==> config.mk <==
export PLATFORM = sky130hd
export DESIGN_NAME = score_tracker
export DESIGN_NICKNAME = d
export VERILOG_FILES = /design/src/rtl/score_tracker.sv
export SDC_FILE = /design/constraint.sdc
export NUM_CORES = 1
export LEC_CHECK = 0
export ABC_AREA = 1
export CORE_MARGIN = 4
export CORE_UTILIZATION = 60
export DETAILED_ROUTE_END_ITERATION = 12
export DONT_BUFFER_PORTS = 1
export GPL_TIMING_DRIVEN = 0
export PLACE_DENSITY = 0.83
export SKIP_LAST_GASP = 1
export SYNTH_ARGS = -nofsm -noshare
export SYNTH_HDL_FRONTEND = slang
export SYNTH_SLANG_ARGS = --single-unit
==> constraint.sdc <==
create_clock -name clk -period 6.6 [get_ports clk]
set_input_delay 1.32 -clock clk [delete_from_list [all_inputs] [get_ports clk]]
set_output_delay 1.32 -clock clk [all_outputs]
set_load 0.02 [all_outputs]
==> src/rtl/score_tracker.sv <==
// Score statistics for the scoreboard display: combo, base/bonus score, and
// accuracy/level from an iterative restoring divider that runs after each hit.
module score_tracker #(
    parameter int SCORE_W   = 21,
    parameter int CNT_W     = 16,
    parameter int BONUS_CAP = 100
) (
    input  logic               clk,
    input  logic               rst,
    input  logic               en,
    input  logic               start,
    input  logic               hit_valid,
    input  logic [1:0]         hit_grade,
    input  logic [3:0]         difficulty,
    input  logic [1:0]         mod,
    output logic [SCORE_W-1:0] combo,
    output logic [SCORE_W-1:0] max_combo,
    output logic [SCORE_W-1:0] base_score,
    output logic [SCORE_W-1:0] bonus_score,
    output logic [SCORE_W-1:0] acc,
    output logic [2:0]         level,
    output logic               busy
);

    localparam int NUM_W = 31;
    localparam int DEN_W = CNT_W + 2;
    localparam logic [SCORE_W-1:0] SAT = '1;
    localparam logic [SCORE_W-1:0] CAP = SCORE_W'(BONUS_CAP);

    typedef enum logic [1:0] {S_IDLE, S_LOAD, S_DIV, S_DONE} state_t;

    state_t             r_state;
    state_t             w_state_next;
    logic [SCORE_W-1:0] r_combo;
    logic [SCORE_W-1:0] r_max_combo;
    logic [SCORE_W-1:0] r_base;
    logic [SCORE_W-1:0] r_bonus;
    logic [SCORE_W-1:0] r_acc;
    logic [2:0]         r_level;
    logic [CNT_W-1:0]   r_notes;
    logic [CNT_W+1:0]   r_wsum;
    logic [NUM_W-1:0]   r_quo;
    logic [DEN_W-1:0]   r_rem;
    logic [DEN_W-1:0]   r_den;
    logic [4:0]         r_cnt;
    logic               r_pending;

    logic               w_hit;
    logic [8:0]         w_points;
    logic [12:0]        w_base_inc;
    logic [SCORE_W:0]   w_base_sum;
    logic [SCORE_W-1:0] w_base_next;
    logic [SCORE_W-1:0] w_combo_inc;
    logic [SCORE_W-1:0] w_capped;
    logic [SCORE_W+1:0] w_bonus_inc;
    logic [SCORE_W+2:0] w_bonus_sum;
    logic [SCORE_W-1:0] w_bonus_next;
    logic [NUM_W-1:0]   w_num;
    logic [DEN_W-1:0]   w_den;
    logic [DEN_W:0]     w_trial;
    logic               w_ge;
    logic [DEN_W:0]     w_diff;
    logic [SCORE_W-1:0] w_acc_new;
    logic [2:0]         w_level_new;

    assign w_hit = hit_valid & en & ~start;

    always_comb begin
        w_points = 9'd0;
        case (hit_grade)
            2'd3:    w_points = 9'd300;
            2'd2:    w_points = 9'd200;
            2'd1:    w_points = 9'd100;
            default: w_points = 9'd0;
        endcase
    end

    // Score paths are widened by the carry bits so saturation can be detected.
    assign w_base_inc  = 13'(w_points) * 13'({1'b0, difficulty} + 5'd1);
    assign w_base_sum  = {1'b0, r_base} + (SCORE_W+1)'(w_base_inc);
    assign w_base_next = w_base_sum[SCORE_W] ? SAT : w_base_sum[SCORE_W-1:0];

    assign w_combo_inc  = (r_combo == SAT) ? SAT : r_combo + 1'b1;
    assign w_capped     = (w_combo_inc > CAP) ? CAP : w_combo_inc;
    assign w_bonus_inc  = (SCORE_W+2)'(w_capped) * (SCORE_W+2)'({1'b0, mod} + 3'd1);
    assign w_bonus_sum  = (SCORE_W+3)'(r_bonus) + (SCORE_W+3)'(w_bonus_inc);
    assign w_bonus_next = (w_bonus_sum[SCORE_W+2:SCORE_W] != 3'd0) ? SAT
                                                                   : w_bonus_sum[SCORE_W-1:0];

    assign w_num = NUM_W'(r_wsum) * NUM_W'(10000);
    assign w_den = (DEN_W'(r_notes) << 1) + DEN_W'(r_notes);

    // One restoring step: the numerator shifts out of r_quo as quotient bits shift in.
    assign w_trial = {r_rem, r_quo[NUM_W-1]};
    assign w_ge    = (w_trial >= {1'b0, r_den});
    assign w_diff  = w_trial - {1'b0, r_den};

    assign w_acc_new = SCORE_W'(r_quo);

    always_comb begin
        w_level_new = 3'd0;
        if (w_acc_new == SCORE_W'(10000))     w_level_new = 3'd6;
        else if (w_acc_new >= SCORE_W'(9500)) w_level_new = 3'd5;
        else if (w_acc_new >= SCORE_W'(9000)) w_level_new = 3'd4;
        else if (w_acc_new >= SCORE_W'(8000)) w_level_new = 3'd3;
        else if (w_acc_new >= SCORE_W'(7000)) w_level_new = 3'd2;
        else if (w_acc_new >= SCORE_W'(6000)) w_level_new = 3'd1;
    end

    always_comb begin
        w_state_next = r_state;
        if (start) begin
            w_state_next = S_IDLE;
        end else begin
            case (r_state)
                S_IDLE: if (w_hit) w_state_next = S_LOAD;
                S_LOAD: w_state_next = S_DIV;
                S_DIV:  if (r_cnt == 5'd30) w_state_next = S_DONE;
                S_DONE: w_state_next = (r_pending | w_hit) ? S_LOAD : S_IDLE;
                default: w_state_next = S_IDLE;
            endcase
        end
    end

    always_ff @(posedge clk or posedge rst) begin
        if (rst) begin
            r_state     <= S_IDLE;
            r_combo     <= '0;
            r_max_combo <= '0;
            r_base      <= '0;
            r_bonus     <= '0;
            r_acc       <= '0;
            r_level     <= '0;
            r_notes     <= '0;
            r_wsum      <= '0;
            r_quo       <= '0;
            r_rem       <= '0;
            r_den       <= '0;
            r_cnt       <= '0;
            r_pending   <= 1'b0;
        end else if (start) begin
            r_state     <= S_IDLE;
            r_combo     <= '0;
            r_max_combo <= '0;
            r_base      <= '0;
            r_bonus     <= '0;
            r_acc       <= '0;
            r_level     <= '0;
            r_notes     <= '0;
            r_wsum      <= '0;
            r_quo       <= '0;
            r_rem       <= '0;
            r_den       <= '0;
            r_cnt       <= '0;
            r_pending   <= 1'b0;
        end else begin
            r_state <= w_state_next;

            if (w_hit) begin
                r_base <= w_base_next;
                if (hit_grade == 2'd0) begin
                    r_combo <= '0;
                end else begin
                    r_combo <= w_combo_inc;
                    r_bonus <= w_bonus_next;
                    if (w_combo_inc > r_max_combo) r_max_combo <= w_combo_inc;
                end
                if (r_notes != {CNT_W{1'b1}}) begin
                    r_notes <= r_notes + 1'b1;
                    r_wsum  <= r_wsum + (CNT_W+2)'(hit_grade);
                end
            end

            // DONE consumes the pending request itself by looping back to LOAD.
            if (r_state == S_DONE)
                r_pending <= 1'b0;
            else if (w_hit && r_state != S_IDLE)
                r_pending <= 1'b1;

            case (r_state)
                S_LOAD: begin
                    r_quo <= w_num;
                    r_den <= w_den;
                    r_rem <= '0;
                    r_cnt <= '0;
                end
                S_DIV: begin
                    r_rem <= w_ge ? w_diff[DEN_W-1:0] : w_trial[DEN_W-1:0];
                    r_quo <= {r_quo[NUM_W-2:0], w_ge};
                    r_cnt <= r_cnt + 1'b1;
                end
                S_DONE: begin
                    r_acc   <= w_acc_new;
                    r_level <= w_level_new;
                end
                default: ;
            endcase
        end
    end

    assign combo       = r_combo;
    assign max_combo   = r_max_combo;
    assign base_score  = r_base;
    assign bonus_score = r_bonus;
    assign acc         = r_acc;
    assign level       = r_level;
    assign busy        = (r_state != S_IDLE);

endmodule
## Word-level counts from Yosys, hierarchy flattened

Cells that the tools add are included.

| storage, ports and cells | value |
|---|---|
| register bits after elaboration | 217 |
| input port bits | 13 |
| output and inout bits | 109 |
| logic and storage cells | 118 |

| operators by class | value |
|---|---|
| add/sub/neg operators | 10 |
| $mul | 3 |
| $lt $le $gt $ge | 8 |
| equal/unequal tests | 13 |
| muxes and demuxes | 50 |
| bitwise operators | 4 |
| reductions and logical operators | 16 |

Operator list:

| cell | number |
|---|---|
| 21-bit 2-to-1 mux | 18 |
| 18-bit 2-to-1 mux | 7 |
| 21-bit by 13-bit greater-or-equal comparator with 1-bit output, second input constant | 3 |
| 31-bit case mux with 2 select lines | 1 |
| 16-bit 2-to-1 mux | 3 |
| 21-bit by 14-bit greater-or-equal comparator with 1-bit output, second input constant | 2 |
| 18-bit case mux with 2 select lines | 1 |
| 31-bit 2-to-1 mux | 1 |
| 18-bit by 10-bit multiplier with 27-bit output, second input constant | 1 |
| 9-bit case mux with 3 select lines | 1 |
| 21-bit by 23-bit adder with 24-bit output | 1 |
| 21-bit by 3-bit multiplier with 23-bit output | 1 |
| 21-bit by 13-bit adder with 22-bit output | 1 |
| 21-bit by 1-bit adder with 21-bit output, second input constant | 1 |
| 21-bit by 14-bit == test with 1-bit output, second input constant | 1 |
| 21-bit == test, second input constant | 1 |
| 21-bit greater-than comparator | 1 |
| 21-bit by 7-bit greater-than comparator with 1-bit output, second input constant | 1 |
| 19-bit by 18-bit greater-or-equal comparator with 1-bit output | 1 |
| 17-bit by 16-bit adder with 18-bit output | 1 |
| 18-bit by 2-bit adder with 18-bit output | 1 |
| 18-bit subtractor | 1 |
| 16-bit by 1-bit adder with 16-bit output, second input constant | 1 |
| 16-bit inequality test, second input constant | 1 |
| other kinds (24) | 52 |

## Depth between registers and ports, before layout

Gate-level depths: netlist of run 1.

| depth | value |
|---|---|
| depth in word-level cells | 11 |
| mapped depth | 47 |
| gate-level depth less buffers | 46 |

## Worst setup path after synthesis of run 1

OpenSTA, ideal clock, no wires.

| timing path | value |
|---|---|
| path type | input-to-reg |
| start point | input port hit_grade[0] |
| end point | register r_base[5] (netlist: base_score[5]) |
| library setup time | 0.146 ns |
| arrival time | 5.833 ns |
| data required time | 6.454 ns |
| setup slack | 0.621 ns |
| stages on the path | 28 |
| path buffers | 1 |
| path through | inv_1 ha_1 o21ai_0 nor2_1 ha_1 inv_1 fa_1 inv_1 fa_1 ha_1 nand3_1 nand3_1 a21oi_1 o21bai_1 nand2_1 nand2_1 a21oi_1 xor2_1 ha_1 a21oi_1 o21ai_0 a21oi_1 nand2_1 nand3_1 inv_1 nand3_1 clkbuf_1 o211ai_1 |

| between the ends | value |
|---|---|
| longest elaborated chain between the ends | 7 |
| elaborated cells between the ends (all ways) | 9 |
| classes of those cells | add/sub: 1; mul: 1; eq/ne: 3; mux: 4 |

RTL lines:

| what | RTL line | text |
|---|---|---|
| start: declaration | 13 | `input logic [1:0] hit_grade,` |
| 2-bit by 1-bit == test with 1-bit output / 2-bit == test (equally long branches) | 70 | `case (hit_grade)` |
| 9-bit case mux with 3 select lines * | 70 |  |
| 9-bit by 5-bit multiplier with 13-bit output * | 79 | `assign w_base_inc = 13'(w_points) * 13'({1'b0, difficulty} + 5'd1);` |
| 21-bit by 13-bit adder with 22-bit output * | 80 | `assign w_base_sum = {1'b0, r_base} + (SCORE_W+1)'(w_base_inc);` |
| 21-bit 2-to-1 mux * | 81 | `assign w_base_next = w_base_sum[SCORE_W] ? SAT : w_base_sum[SCORE_W-1:0];` |
| 21-bit 2-to-1 mux * | 159 | `if (w_hit) begin` |
| 21-bit 2-to-1 mux * | 141 | `end else if (start) begin` |
| end signal: assignment | 160 | `r_base <= w_base_next;` |
| end: declaration | 36 | `logic [SCORE_W-1:0] r_base;` |

Mark *: on every way between the ends. The rest lies on a longest branch, timed or not. The select of a mux whose other input is x is not followed.
A chain may end at the register's enable or synchronous reset.

## Final worst setup path of run 1

| timing path | value |
|---|---|
| start point | input port hit_grade[0] |
| end point | register r_base[3] (netlist: base_score[3]) |

The elaborated chain is that of the path after synthesis.

==> impl_metrics.json, run 1 <==
{
  "status": "finished clean",
  "drc": 0,
  "final_cell_mix": "nand2_1 (611), inv_1 (455), ha_1 (233)",
  "slew_viol_final": 0,
  "min_path_type": "flip-flop to flip-flop",
  "rsz0062_at_grt": "no",
  "cts_buffers": 27,
  "hold_start": "r_quo[26]",
  "clk_pin_slew_worst_paths_ns": 0.06,
  "period_share_pct": 94.6,
  "slew_headroom_pct": 37.6,
  "netSwitchingPower_mw": 3.00,
  "combinationalPowerShare_pct": 51.7,
  "power_frac_clock_pct": 24.3,
  "p_sw_share_pct": 45.5,
  "grt_most_used_layer": "met2",
  "synth.avg_cell_area_um2": 7.36,
  "ir_drop_v": 0.000327,
  "drv_cap": 0,
  "ctsHoldBuffers": 0,
  "die_width_um": 192,
  "worstMarginPinSlew_ns": 0.928,
  "crit_arrival_ns": 6.68,
  "ios": 122,
  "path_class": "input port to flip-flop",
  "synthTopCellsByArea": "dfrtp_1 (27%), ha_1 (15%), nand2_1 (11%)",
  "start_util_pct": 60.5,
  "final-seq-area_um2": 5410,
  "grt_pass1_wl_um": 90700,
  "cts_tree": "built",
  "seq_area_frac_synth_pct": 26.7,
  "synth-edff-count": 0,
  "grt_util_met2_pct": 51.6,
  "setup_viol": 0,
  "fmax_mhz": 160,
  "synth_top_area_share_pct": 26.7,
  "dp_hpwl_um": 43500,
  "via_per_inst": 5.73,
  "synthArstFlopShare_pct": 100,
  "skew_ns": 0.0205,
  "yosysWarnings": 0,
  "cp-start-kind": "input port",
  "grt_usage_pct": 29.8,
  "clockRootBuffer": "clkbuf_16",
  "multiInputGateArea_um2": 13100,
  "clk_latency_ns": 0.57,
  "cp.required_ns": 7.04,
  "p_leak_nw": 12.0,
  "grt_pass1_vias": 18900,
  "die_h_um": 192,
  "startpoint": "hit_grade[0]",
  "final_common_cell": "nand2_1",
  "internal_power_mw": 3.59,
  "dr.pass1.iters": 6,
  "crit_path_max_incr_delay_ns": 0.52,
  "fin_setup_tns_ns": 0,
  "finalPower_mw": 6.58,
  "crit_path_top_delay_cell": "fa_1",
  "drt_wl_total_um": 55000,
  "synth_cell_type_count": 56,
  "synth_area_um2": 20200,
  "synth_ff_type": "dfrtp_1",
  "place_congestion": 0.997,
  "ctsHtreeMaxLevel": 1,
  "fin_crit_ns": 6.25,
  "drtIter0Drc": 1269,
  "synth_cells": 2752,
  "p_per_area_nw_per_um2": 298,
  "worst-path-max-fanout": 10,
  "final_nets": 3151,
  "num_vias": 18900,
  "grt_max_degree": 42,
  "fillCellCount": 2831,
  "cts.sinks": 216,
  "endpoint_kind": "flip-flop",
  "wl_per_cell_um": 16.7,
  "p_seq_share_pct": 24.0,
  "yosysTopAreaCell": "dfrtp_1",
  "num_rows": 67,
  "hold_viol": 0,
  "drive_gt1_share_pct": 4.46,
  "use_met3_pct": 5.47,
  "core-area_um2": 33400,
  "antenna_found_initial": 0,
  "io_buffers": 0,
  "diodes": 0,
  "use_met1_pct": 36.8,
  "r2r_start": "combo[0]",
  "dieArea_um2": 36700,
  "max-clock-path-buffers": 3,
  "area.growth.synth_to_final_pct": 9.21,
  "antenna_left": 0,
  "synth_seq_cells": 216,
  "grt_overflow": 0
}
kinds of logic after synthesis:
kind of cell | after synthesis | share of synthesized area [%]
fa+ha+maj | 310 | 21.9
compound gates | 466 | 12.6
other cells | 2 | 0.0371
flops | 216 | 26.7
xor+xnor | 92 | 3.98
simple gates | 1144 | 24.9
buf+inv | 520 | 9.73
mux | 2 | 0.0989
final timing paths:
check | end | slack [ns] | depth (start not counted)
setup / recovery | base_score[3] | 0.35 | 29
setup reg to reg | bonus_score[2] | 0.41 | 44
min in group asynchronous | r_rem[4] | 0.70 | 1
max in group asynchronous | bonus_score[19] | 4.71 | 4
hold / removal | r_quo[26] | 0.47 | 2
hold reg to reg | r_quo[26] | 0.47 | 2
sequential cells by signal, summed over array words and instances (netlist names):
name,flops
r_quo,31
acc,21
bonus_score,21
combo,21
max_combo,21
base_score,20
r_den,18
r_rem,18
r_wsum,18
r_notes,16
r_cnt,5
level,3
r_state,2
r_pending,1
critical path: cells and delay by family:
family	cells	cell delay, ns
AOI/OAI and AO/OA	7	1.10
xor gates and xnor gates	1	0.24
adders and majority gates	6	2.30
buffers and inverters	6	0.72
and+or+nand+nor	9	0.99
power groups by stage:
stage	clock [mW]	combinational, mW	sequential (mW)
floorplan	0	2.59	1.56
detailed placement	0	3.27	1.60
global route	1.67	3.83	1.59
global placement	0	3.19	1.60
CTS	1.62	3.30	1.58
finish	1.60	3.40	1.58
metrics by stage:
step | hold WS [ns] | util, % | std cells | worst slack (ns) | instance area, um2
after CTS | 0.479 | 65.8 | 3292 | 0.0226 | 22000
after global placement | 0.460 | 62.6 | 3239 | -0.125 | 21000
after detailed placement | 0.465 | 62.9 | 3244 | -0.361 | 21100
after floorplan | 0.444 | - | 2791 | 0.621 | 20400
after global routing | 0.498 | 66.1 | 3295 | 0.00815 | 22100
final | 0.472 | 66.1 | 3295 | 0.354 | 22100
final cells by class:
class                      instances  share of cell area, %
buffer                            56                   1.08
tap                              448                   2.54
clock buffer                      31                   3.21
sequential                       216                   24.5
clock inverter                    17                   1.11
inverter                         464                   7.91
multi-input combinational       2055                   59.1
timing repair buffer               8                  0.555
synthesized netlist by cell type (4+ instances only):
master	count
nor4_1	10
a31o_2	5
o31ai_1	6
a21boi_0	5
clkbuf_1	48
buf_2	4
xor2_1	53
ha_1	235
nor2_2	4
nand3_2	12
or2_2	5
a31oi_1	9
o22ai_1	31
o21ai_0	190
o21bai_1	10
nand3b_1	22
xnor2_1	39
and3_1	4
a21o_1	9
nor2_1	186
nand4_1	43
o21a_1	5
nand2_2	5
o21ai_1	5
inv_2	7
inv_1	456
fa_1	75
a21oi_1	170
o211ai_1	11
nor3b_1	4
nand2_1	612
dfrtp_1	216
nor3_1	29
nand3_1	192
routing by layer:
| layer | vias up | wire (um) |
|---|---|---|
| met5 | - | 0 |
| li1 | 9094 | - |
| met3 | 143 | 4220 |
| met2 | 708 | 26400 |
| met4 | 0 | 2080 |
| met1 | 8947 | 22300 |
timing repair:
item / in CTS / in global routing
endpoints found under the hold margin: 0 / 0
cloned: 0 / 0
gates resized for setup: 1 / 25
setup endpoints to repair: 10 / 31
buffers inserted: 0 / 3
pin swaps: 0 / 4
Power figures use the tool's default switching activity.
==> run 2: changes to the inputs <==
--- a/config.mk
+++ b/config.mk
@@ -12,6 +12,7 @@
 export DONT_BUFFER_PORTS = 1
 export GPL_TIMING_DRIVEN = 0
 export PLACE_DENSITY = 0.83
+export RECOVER_POWER = 50
 export SKIP_LAST_GASP = 1
 export SYNTH_ARGS = -nofsm -noshare
 export SYNTH_HDL_FRONTEND = slang
==> run 2 against run 1 <==
Against the previous run: the flow now finishes with violations (max-capacitance violations, max-slew violations); worst setup slack improved by 0.023 ns; hold slack about the same; first-iteration DRC count increased by 3.7%; flip-flop and latch count unchanged; critical endpoint unchanged; final cell count unchanged; critical path depth unchanged.
==> impl_metrics.json, run 2 (synthesis gave the netlist of run 1 again) <==
{
  "status": "finished with violations",
  "violations": "max-capacitance violations, max-slew violations",
  "grt_max_degree": 42,
  "final_common_cell": "nand2_1",
  "drt_wl_total_um": 55200,
  "place_congestion": 0.997,
  "layout_setup_ws_ns": 0.377,
  "hold_start": "r_quo[26]",
  "grt_usage_pct": 29.8,
  "hold_viol": 0,
  "cp.required_ns": 7.04,
  "clockRootBuffer": "clkbuf_16",
  "num_vias": 18900,
  "largest_reg_flops": 31,
  "antenna_left": 0,
  "path_class": "input port to flip-flop",
  "worst-path-max-fanout": 10,
  "r2r_end": "bonus_score[2]",
  "ctsHtreeMaxLevel": 1,
  "endpoint_kind": "flip-flop",
  "r2r_start": "combo[1]",
  "dp_hpwl_um": 43500,
  "cts.sinks": 216,
  "worstMarginPinSlew_ns": 2.18,
  "holdWs_ns": 0.471,
  "cts_tree": "built",
  "endpoint": "base_score[3]",
  "final-seq-area_um2": 5410,
  "fmax_mhz": 161,
  "cts_buffers": 27,
  "setup_viol": 0,
  "startpoint": "hit_grade[0]",
  "fin_crit_ns": 6.22,
  "fillCellCount": 2843,
  "drive_gt1_share_pct": 4.29,
  "wl_per_cell_um": 16.7,
  "placed_area_um2": 21100,
  "die_width_um": 192,
  "dp_slack_ns": -0.361,
  "drtIter0Drc": 1316,
  "p_leak_nw": 11.9,
  "drv_cap": 4,
  "p_per_area_nw_per_um2": 299,
  "grt_pass1_vias": 18900,
  "top_register": "r_quo",
  "final_nets": 3151,
  "diodes": 0,
  "final_cell_mix": "nand2_1 (611), inv_1 (456), ha_1 (233)",
  "r2r_setup_slack_ns": 0.38,
  "grt_overflow": 0,
  "final_area_um2": 22000,
  "drc": 0,
  "max-clock-path-buffers": 3,
  "dr.pass1.iters": 8,
  "min_path_cells": 2,
  "slew_headroom_pct": -45.1,
  "min_path_type": "flip-flop to flip-flop",
  "rsz0062_at_grt": "no",
  "num_rows": 67,
  "finalPower_mw": 6.59,
  "clk_pin_slew_worst_paths_ns": 0.06,
  "cp-start-kind": "input port",
  "clk_latency_ns": 0.57,
  "ctsHoldBuffers": 0,
  "ir_drop_v": 0.000331,
  "skew_ns": 0.0201,
  "start_util_pct": 60.5,
  "slew_viol_final": 158,
  "dieArea_um2": 36700,
  "crit_path_top_delay_cell": "fa_1",
  "crit_arrival_ns": 6.66,
  "multiInputGateArea_um2": 13100,
  "die_h_um": 192,
  "crit_path_max_incr_delay_ns": 0.52,
  "grt_pass1_wl_um": 90700,
  "via_per_inst": 5.75,
  "rr_worst_depth": 42,
  "core-area_um2": 33400,
  "area.growth.synth_to_final_pct": 8.80,
  "period_share_pct": 94.3,
  "antenna_found_initial": 0,
  "io_buffers": 0,
  "ios": 122
}
==> run 2: cell count changes in the layout (fill, tap and decap cells not counted), sizes merged <==
cell and change:
clkbuf +5, buf -5
==> run 2: critical path, delay by kind of cell <==
kind	cells	cell delay, ns
buffers and inverters	6	0.71
adders and majority gates	6	2.29
and+or+nand+nor	9	0.99
xor gates and xnor gates	1	0.24
AOI/OAI and AO/OA	7	1.09
==> run 2: final cells by class <==
type / instances / area share, %
Tap cell: 448 / 2.54
Multi-Input combinational cell: 2055 / 59.4
Clock inverter: 17 / 1.12
Inverter: 464 / 7.92
Timing Repair Buffer: 8 / 0.193
Buffer: 56 / 1.08
Clock buffer: 31 / 3.23
Sequential cell: 216 / 24.6
==> run 2: how the worst min path moves through the flow <==
stage / endpoint
2_1_floorplan: r_quo[26]
3_3_place_gp: r_quo[22]
4_1_cts: r_quo[26]
6_report: r_quo[26]
5_1_grt: r_quo[22]
3_5_place_dp: r_quo[26]
==> run 2: what timing repair did <==
action / CTS / global route
resized for setup: 1 / 25
pin swaps: 0 / 4
setup buffers: 0 / 3
endpoints found under the setup margin: 10 / 31
==> run 2: through the flow <==
step	TNS, ns	std cells	utilization (%)
floorplan	0	2791	-
global placement	-1.11	3239	62.6
detailed placement	-3.95	3244	62.9
CTS	0	3292	65.8
global route	0	3295	65.9
finish	0	3295	65.9
==> run 2: routing by layer <==
layer | global-route usage (%) | vias up | share of wire, %
li1 | - | 9102 | -
met4 | 11.9 | 0 | 4.0
met1 | 36.8 | 8999 | 41
met3 | 5.47 | 155 | 7.6
met2 | 51.6 | 686 | 48
met5 | 0 | - | 0
==> run 2: where the power goes <==
group	internal [mW]	switching, mW
Combinational	1.17	2.24
Clock	0.972	0.626
Sequential	1.43	0.148
Total	3.58	3.01
